===== config.mk =====
export PLATFORM = sky130hd
export DESIGN_NAME = shift_unit_flat
export DESIGN_NICKNAME = d
export VERILOG_FILES = /design/src/rtl/shift_unit_if.sv /design/src/rtl/shift_unit.sv /design/src/flat_wrapper.sv
export SDC_FILE = /design/constraint.sdc
export NUM_CORES = 1
export LEC_CHECK = 0
export BUFFER_PORTS_ARGS = -buffer_cell sky130_fd_sc_hd__buf_2
export CAP_MARGIN = 20
export CORE_MARGIN = 2
export CORE_UTILIZATION = 53
export DETAILED_ROUTE_END_ITERATION = 6
export GPL_TIMING_DRIVEN = 0
export PLACE_DENSITY = 0.88
export SKIP_CTS_REPAIR_TIMING = 1
export SLEW_MARGIN = 20
export SYNTH_ARGS = -nofsm -noshare
export SYNTH_HDL_FRONTEND = slang
export SYNTH_HIERARCHICAL = 1
export SYNTH_SLANG_ARGS = --single-unit

===== constraint.sdc =====
create_clock -name clk -period 2.85 [get_ports clk]
set_input_delay 0.4275 -clock clk [delete_from_list [all_inputs] [get_ports clk]]
set_output_delay 0.4275 -clock clk [all_outputs]
set_load 0.01 [all_outputs]

===== src/rtl/shift_unit_if.sv =====
// Request/response bundle for the shift unit: operand, amount and function in,
// registered result and its valid flag out.
interface shift_unit_if #(
    parameter int N = 32
);
    localparam int K = $clog2(N);

    logic         in_valid;
    logic [N-1:0] a;
    logic [K-1:0] b;
    logic [1:0]   sf;
    logic [N-1:0] sures;
    logic         out_valid;

    modport master (
        output in_valid, a, b, sf,
        input  sures, out_valid
    );

    modport slave (
        input  in_valid, a, b, sf,
        output sures, out_valid
    );
endinterface


===== src/rtl/shift_unit.sv =====
// Registered N-bit barrel shifter/rotator (SLL, SRL, ROTR, SRA) with one
// cycle of latency; left shifts reuse the right shifter via bit reversal.
module shift_stage #(
    parameter int N  = 32,
    parameter int SH = 1
) (
    input  logic [N-1:0] i_x,
    input  logic         i_en,
    input  logic         i_rot,
    input  logic         i_fill,
    output logic [N-1:0] o_y
);
    logic [SH-1:0] w_top;

    // Rotate re-inserts the bits falling off the bottom; otherwise replicate the fill bit.
    assign w_top = i_rot ? i_x[SH-1:0] : {SH{i_fill}};
    assign o_y   = i_en ? {w_top, i_x[N-1:SH]} : i_x;
endmodule

module shift_unit #(
    parameter  int N = 32,
    localparam int K = $clog2(N)
) (
    input  logic        clk,
    input  logic        rst_n,
    shift_unit_if.slave bus
);
    logic         w_left;
    logic         w_rot;
    logic         w_fill;
    logic [N-1:0] w_a_rev;
    logic [N-1:0] w_res_rev;
    logic [N-1:0] w_res;
    logic [N-1:0] w_stg [K+1];
    logic [N-1:0] r_sures;
    logic         r_vld;

    assign w_left = (bus.sf == 2'b00);
    assign w_rot  = (bus.sf == 2'b10);
    assign w_fill = (bus.sf == 2'b11) & bus.a[N-1];

    always_comb begin
        w_a_rev   = '0;
        w_res_rev = '0;
        for (int j = 0; j < N; j++) begin
            w_a_rev[j]   = bus.a[N-1-j];
            w_res_rev[j] = w_stg[K][N-1-j];
        end
    end

    assign w_stg[0] = w_left ? w_a_rev : bus.a;

    for (genvar i = 0; i < K; i++) begin : g_stage
        shift_stage #(
            .N  (N),
            .SH (1 << i)
        ) u_stage (
            .i_x    (w_stg[i]),
            .i_en   (bus.b[i]),
            .i_rot  (w_rot),
            .i_fill (w_fill),
            .o_y    (w_stg[i+1])
        );
    end

    assign w_res = w_left ? w_res_rev : w_stg[K];

    // Data register follows res even when idle; only the valid flag carries meaning.
    always_ff @(posedge clk) begin
        if (!rst_n) begin
            r_sures <= '0;
            r_vld   <= 1'b0;
        end else begin
            r_sures <= w_res;
            r_vld   <= bus.in_valid;
        end
    end

    assign bus.sures     = r_sures;
    assign bus.out_valid = r_vld;
endmodule


===== src/flat_wrapper.sv =====
// flat-port wrapper written by rule: the top's interface ports become plain ports
module shift_unit_flat 
#(
    parameter  int N = 32,
    localparam int K = $clog2(N)
)
  (clk, rst_n, bus_in_valid, bus_a, bus_b, bus_sf, bus_sures, bus_out_valid);
  shift_unit_if #(.N(N)) bus_i ();
  input  logic clk;
  input  logic rst_n;
  input wire logic [$bits(bus_i.in_valid)-1:0] bus_in_valid;
  input wire logic [$bits(bus_i.a)-1:0] bus_a;
  input wire logic [$bits(bus_i.b)-1:0] bus_b;
  input wire logic [$bits(bus_i.sf)-1:0] bus_sf;
  output wire logic [$bits(bus_i.sures)-1:0] bus_sures;
  output wire logic [$bits(bus_i.out_valid)-1:0] bus_out_valid;
  assign bus_i.in_valid = bus_in_valid;
  assign bus_i.a = bus_a;
  assign bus_i.b = bus_b;
  assign bus_i.sf = bus_sf;
  assign bus_sures = bus_i.sures;
  assign bus_out_valid = bus_i.out_valid;
  shift_unit #(.N(N)) u_core (.clk(clk), .rst_n(rst_n), .bus(bus_i));
endmodule

Yosys cells after proc, flatten, opt, wreduce, memory -nomap -nowiden. Index checks and enable logic that the tools add are counted.

Register bits: 33. Output and inout bits: 33.

Reductions and logical operators: 1. Bitwise operators: 1. Equality and inequality tests: 2. Mux-type cells: 12.

Operator list (number): $mux 32 (7); $mux 16 (1); $mux 8 (1); $eq 2x2->1 const B (2); $mux 4 (1); $logic_not 2->1 (1); $mux 2 (1); $and 1x1->1 (1); $mux 1 (1).

Longest topological paths before layout.
Depth in word-level cells: 13. Gate-level depth with buffers: 14.

By module. Netlist, hierarchy kept.

By module, submodules not included: shift_unit (sequential area each 660.6 um^2, area each 1715.4 um^2, cells an instance 143, times used 1); shift_stage at u_core.g_stage[4].u_stage (sequential area each 0.0 um^2, area each 643.1 um^2, cells an instance 74, times used 1); shift_stage at u_core.g_stage[0].u_stage (sequential area each 0.0 um^2, area each 544.3 um^2, cells an instance 38, times used 1); shift_stage at u_core.g_stage[2].u_stage (sequential area each 0.0 um^2, area each 540.5 um^2, cells an instance 45, times used 1); shift_stage at u_core.g_stage[1].u_stage (sequential area each 0.0 um^2, area each 535.5 um^2, cells an instance 40, times used 1); shift_stage at u_core.g_stage[3].u_stage (sequential area each 0.0 um^2, area each 520.5 um^2, cells an instance 55, times used 1).

Least setup slack after synthesis. Ideal clock, no wire load.

Kind: input port to flip-flop. Start: in bus_sf[1]. End: reg u_core.r_sures[30], in the netlist u_core/bus.sures[30]. Required time: 2730 ps. Data arrival time: 2557 ps. Setup slack: 173 ps. Stages on the path: 10. Setup time: 120 ps. Cells stage by stage: nor2_8 -> buf_12 -> mux2_4 -> mux2_4 -> mux2_4 -> mux2_4 -> mux2_2 -> mux2_2 -> nand2_1 -> mux2i_1.

RTL lines: start, declared (line flat_wrapper.sv:14) `input wire logic [$bits(bus_i.sf)-1:0] bus_sf;`; end signal, assigned (line shift_unit.sv:74) `r_sures <= w_res;`; end, declared (line shift_unit.sv:35) `logic [N-1:0] r_sures;`.

==> impl_summary.txt <==
----------------------------------------------------
[Outcome]
  Outcome ... completed

[Floorplanning]
  Boundary pin count ... 75
  Initial core utilization ... approximately 55%
  Die Span Y ... between 90 and 100 um
  Die ar. ... between 9000 and 10000 um^2
  Core box area ... 8220 um^2
  Width of the die ... around 96 um
  Rows ... 33

[Route]
  Routed met2 length ... 5.21 mm
  Met1 layer wirelength in the final routing ... 4.61 mm
  Initial DRC count ... about 160
  Avg WL per Cell ... roughly 18 um
  Number of design rule violations left after detail routing ... 0
  Count of TritonRoute iterations in the first routing pass ... 4
  Met3 WL post-DR ... roughly 440 um
  Total via count in the routed design ... between 3000 and 4000
  Top sig layer ... met4
  Routed WL ... roughly 10 mm
  Via density per instance ... about 5.5
  Final antenna-violating net count ... 0

[Global routing]
  Wire length of the first global-routing pass ... about 16 mm
  Pin count of the biggest net entering global routing ... 11
  Tot GR Track Use ... 22.8%
  Antenna violations before repair ... 0
  Remaining global-route overflow ... 0
  Number of global-route vias before repair ... ~3300

[Hold path]
  Worst hold path class ... in2reg

[Synthesis]
  Register area share after synthesis ... 14.7%
  Mapped Avg Cell Area ... 11.4 um^2
  Cell Area, Synth ... approximately 4500 um^2
  Number of flops mapped to enable cells by yosys ... 0
  Synth cell types ... 21
  Mapped Cells ... roughly 400
  Predominant post-synthesis flop cell ... sky130_fd_sc_hd__dfxtp_1
  Flops & latches, synth ... 33
  Count of yosys warnings during synthesis ... 6
  Synth Net Count ... between 400 and 500
  Most common cell in the synthesized netlist ... sky130_fd_sc_hd__mux2_4
  Async set or reset register ratio after synthesis ... 0%
  Leading cell types by count after synthesis ... sky130_fd_sc_hd__mux2_4 (104), sky130_fd_sc_hd__mux2_2 (57), sky130_fd_sc_hd__nand2_1 (56)
  Top cell type's share of synthesized area ... between 30% and 40%
  Main area contributors after synthesis ... sky130_fd_sc_hd__mux2_4 (35%), sky130_fd_sc_hd__dfxtp_1 (15%), sky130_fd_sc_hd__mux2_2 (14%)
  Post-synthesis cell type with the largest combined area ... sky130_fd_sc_hd__mux2_4

[Place]
  Post-DP HPWL ... ~8.5 mm
  Port buffer count ... between 60 and 70
  Final weighted congestion in routability-driven placement ... a little over 0.9

[Power and ir drop]
  Leakage power summed over all cells ... roughly 0.0024 uW
  Total chip power ... ~1900 uW
  Comb power frac ... 55.0%
  Internal power ... 1260 uW
  Power per unit of standard cell area ... ~370 nW/um^2
  Clock network power share ... ~17%
  Switching part of the total power ... between 30% and 40%
  Fraction of power consumed by sequential logic ... approximately 28%
  Psw ... between 600 and 700 uW
  Worst VDD drop ... between 0.2 and 0.25 mV

[Timing]
  Unrepaired setup endpoints after global routing ... no
  Post-route clock period utilization ... 96.9%
  Number of hold violations in the final report ... 0
  Final max-slew violation count ... 0
  Number of endpoints failing setup at the final stage ... 0
  Max Fclk ... between 0.3 and 0.4 GHz
  Transition time at the pin with the least slew margin ... between 0.5 and 0.6 ns
  Hold slack final ... between 0.3 and 0.4 ns
  Crit path time final ... about 2.8 ns
  Slew margin rel. ... 62.7%

[Setup path]
  Crit Path Max Fanout ... 9
  Cells along the critical path ... buf_2 > nor2_8 > buf_12 > buf_12 > mux2_4 > mux2_4 > mux2_4 > mux2_4 > mux2_2 > mux2_2 > nand2_1 > mux2i_1
  Number of buffers and inverters on the critical path ... 3
  Data arrival at the endpoint of the critical path ... 2.94 ns
  Critical path's largest stage delay ... 0.31 ns
  Crit path launch type ... input pin
  Library cell contributing the largest single delay on the critical path ... sky130_fd_sc_hd__mux2_4
  Required arrival time at the worst endpoint ... between 3 and 4 ns
  Worst path top cell family by delay ... multiplexers
  Most used cell along the critical path ... sky130_fd_sc_hd__mux2_4
  Worst Setup End Kind ... register
  Classification of the worst setup path ... in2reg

[Clock tree]
  Clock-pin slew of the registers on the worst-case setup and hold paths ... roughly 0.060 ns
  Clock Tree Buf Depth ... 2
  # clock sinks ... 33
  Root buf cell ... sky130_fd_sc_hd__clkbuf_8
  CTS tree ... built
  CTS H-tree lvls ... 2
  Inserted Clock Buffers ... 5

[Job]
  Number of maximum-capacitance constraint violations ... 0

[Final layout]
  Area delta synth->final ... 14.8%
  Net count reported at finish ... between 500 and 600
  Fin util ... a little over three fifths
  Count of inserted antenna diode cells ... 0
  Fraction of final layout cells with drive strength greater than 1 ... between 60% and 70%

----------------------------------------------------
-- flip-flops by register name (all words and copies together) (netlist names) --
register              cells
u_core/bus.out_valid      1
u_core/bus.sures         32
-- path summary, 6_finish.rpt --
path	to	slack (ns)	depth (start not counted)	start
max	u_core/bus.sures[30]$_SDFF_PN0_	0.09	12	bus_sf[0]
min	u_core/bus.out_valid$_SDFF_PN0_	0.36	2	bus_in_valid
-- power by group through the flow --
stage                     Combinational (uW)  Sequential, uW  Clock [uW]
after floorplan                          754             573           0
after global placement                  1010             538           0
after detailed placement                1030             541           0
after CTS                               1030             531         344
after global routing                    1130             536         362
final                                   1060             530         334
-- cell families (layout without fill, tap and decap cells) --
| family | count (synthesis) | in the layout | share of synthesized area, % |
|---|---|---|---|
| muxes | 200 | 200 | 57.6 |
| and+or+nand+nor | 93 | 93 | 8.73 |
| buffers and inverters | 38 | 123 | 10.2 |
| DFF | 33 | 33 | 14.7 |
| AOI/OAI and AO/OA | 31 | 31 | 8.76 |
-- cell type report --
cell class              instances  area (um^2)
well taps                     105          131
clock buffers                   6         72.6
multi-input cells             324         3380
plain buffers                  38          458
clock inverters                 2         10.0
repair buffers                 77          450
fillers                       654         3050
flip-flops and latches         33          661
-- metal layers --
| metal | GRT usage (%) | vias up |
|---|---|---|
| met4 | 6.07 | 0 |
| met2 | 40.0 | 83 |
| met3 | 3.21 | 19 |
| li1 | - | 1583 |
| met1 | 29.0 | 1539 |
| met5 | 0 | - |
-- cell usage in the layout (no fill, tap or decap), types with 6 or more instances in the layout --
| master | instances |
|---|---|
| sky130_fd_sc_hd__a21oi_1 | 7 |
| sky130_fd_sc_hd__a31oi_1 | 6 |
| sky130_fd_sc_hd__a31oi_2 | 7 |
| sky130_fd_sc_hd__a31oi_4 | 11 |
| sky130_fd_sc_hd__buf_12 | 13 |
| sky130_fd_sc_hd__buf_2 | 71 |
| sky130_fd_sc_hd__buf_4 | 9 |
| sky130_fd_sc_hd__buf_6 | 16 |
| sky130_fd_sc_hd__dfxtp_1 | 33 |
| sky130_fd_sc_hd__mux2_2 | 57 |
| sky130_fd_sc_hd__mux2_4 | 104 |
| sky130_fd_sc_hd__mux2i_1 | 39 |
| sky130_fd_sc_hd__nand2_1 | 56 |
| sky130_fd_sc_hd__nor2_1 | 31 |
-- through the flow --
| step | worst slack, ns | setup TNS [ns] | area [um^2] | instances |
|---|---|---|---|---|
| 2_1_floorplan | 0.173 | 0 | 4500 | 395 |
| 3_3_place_gp | -0.246 | -6.33 | 4970 | 568 |
| 3_5_place_dp | -0.292 | -7.66 | 4970 | 568 |
| 4_1_cts | -0.000465 | -0.000465 | 5050 | 576 |
| 5_1_grt | 0.00524 | 0 | 5160 | 585 |
| 6_report | 0.0885 | 0 | 5160 | 585 |
Power figures use the tool's default switching activity.
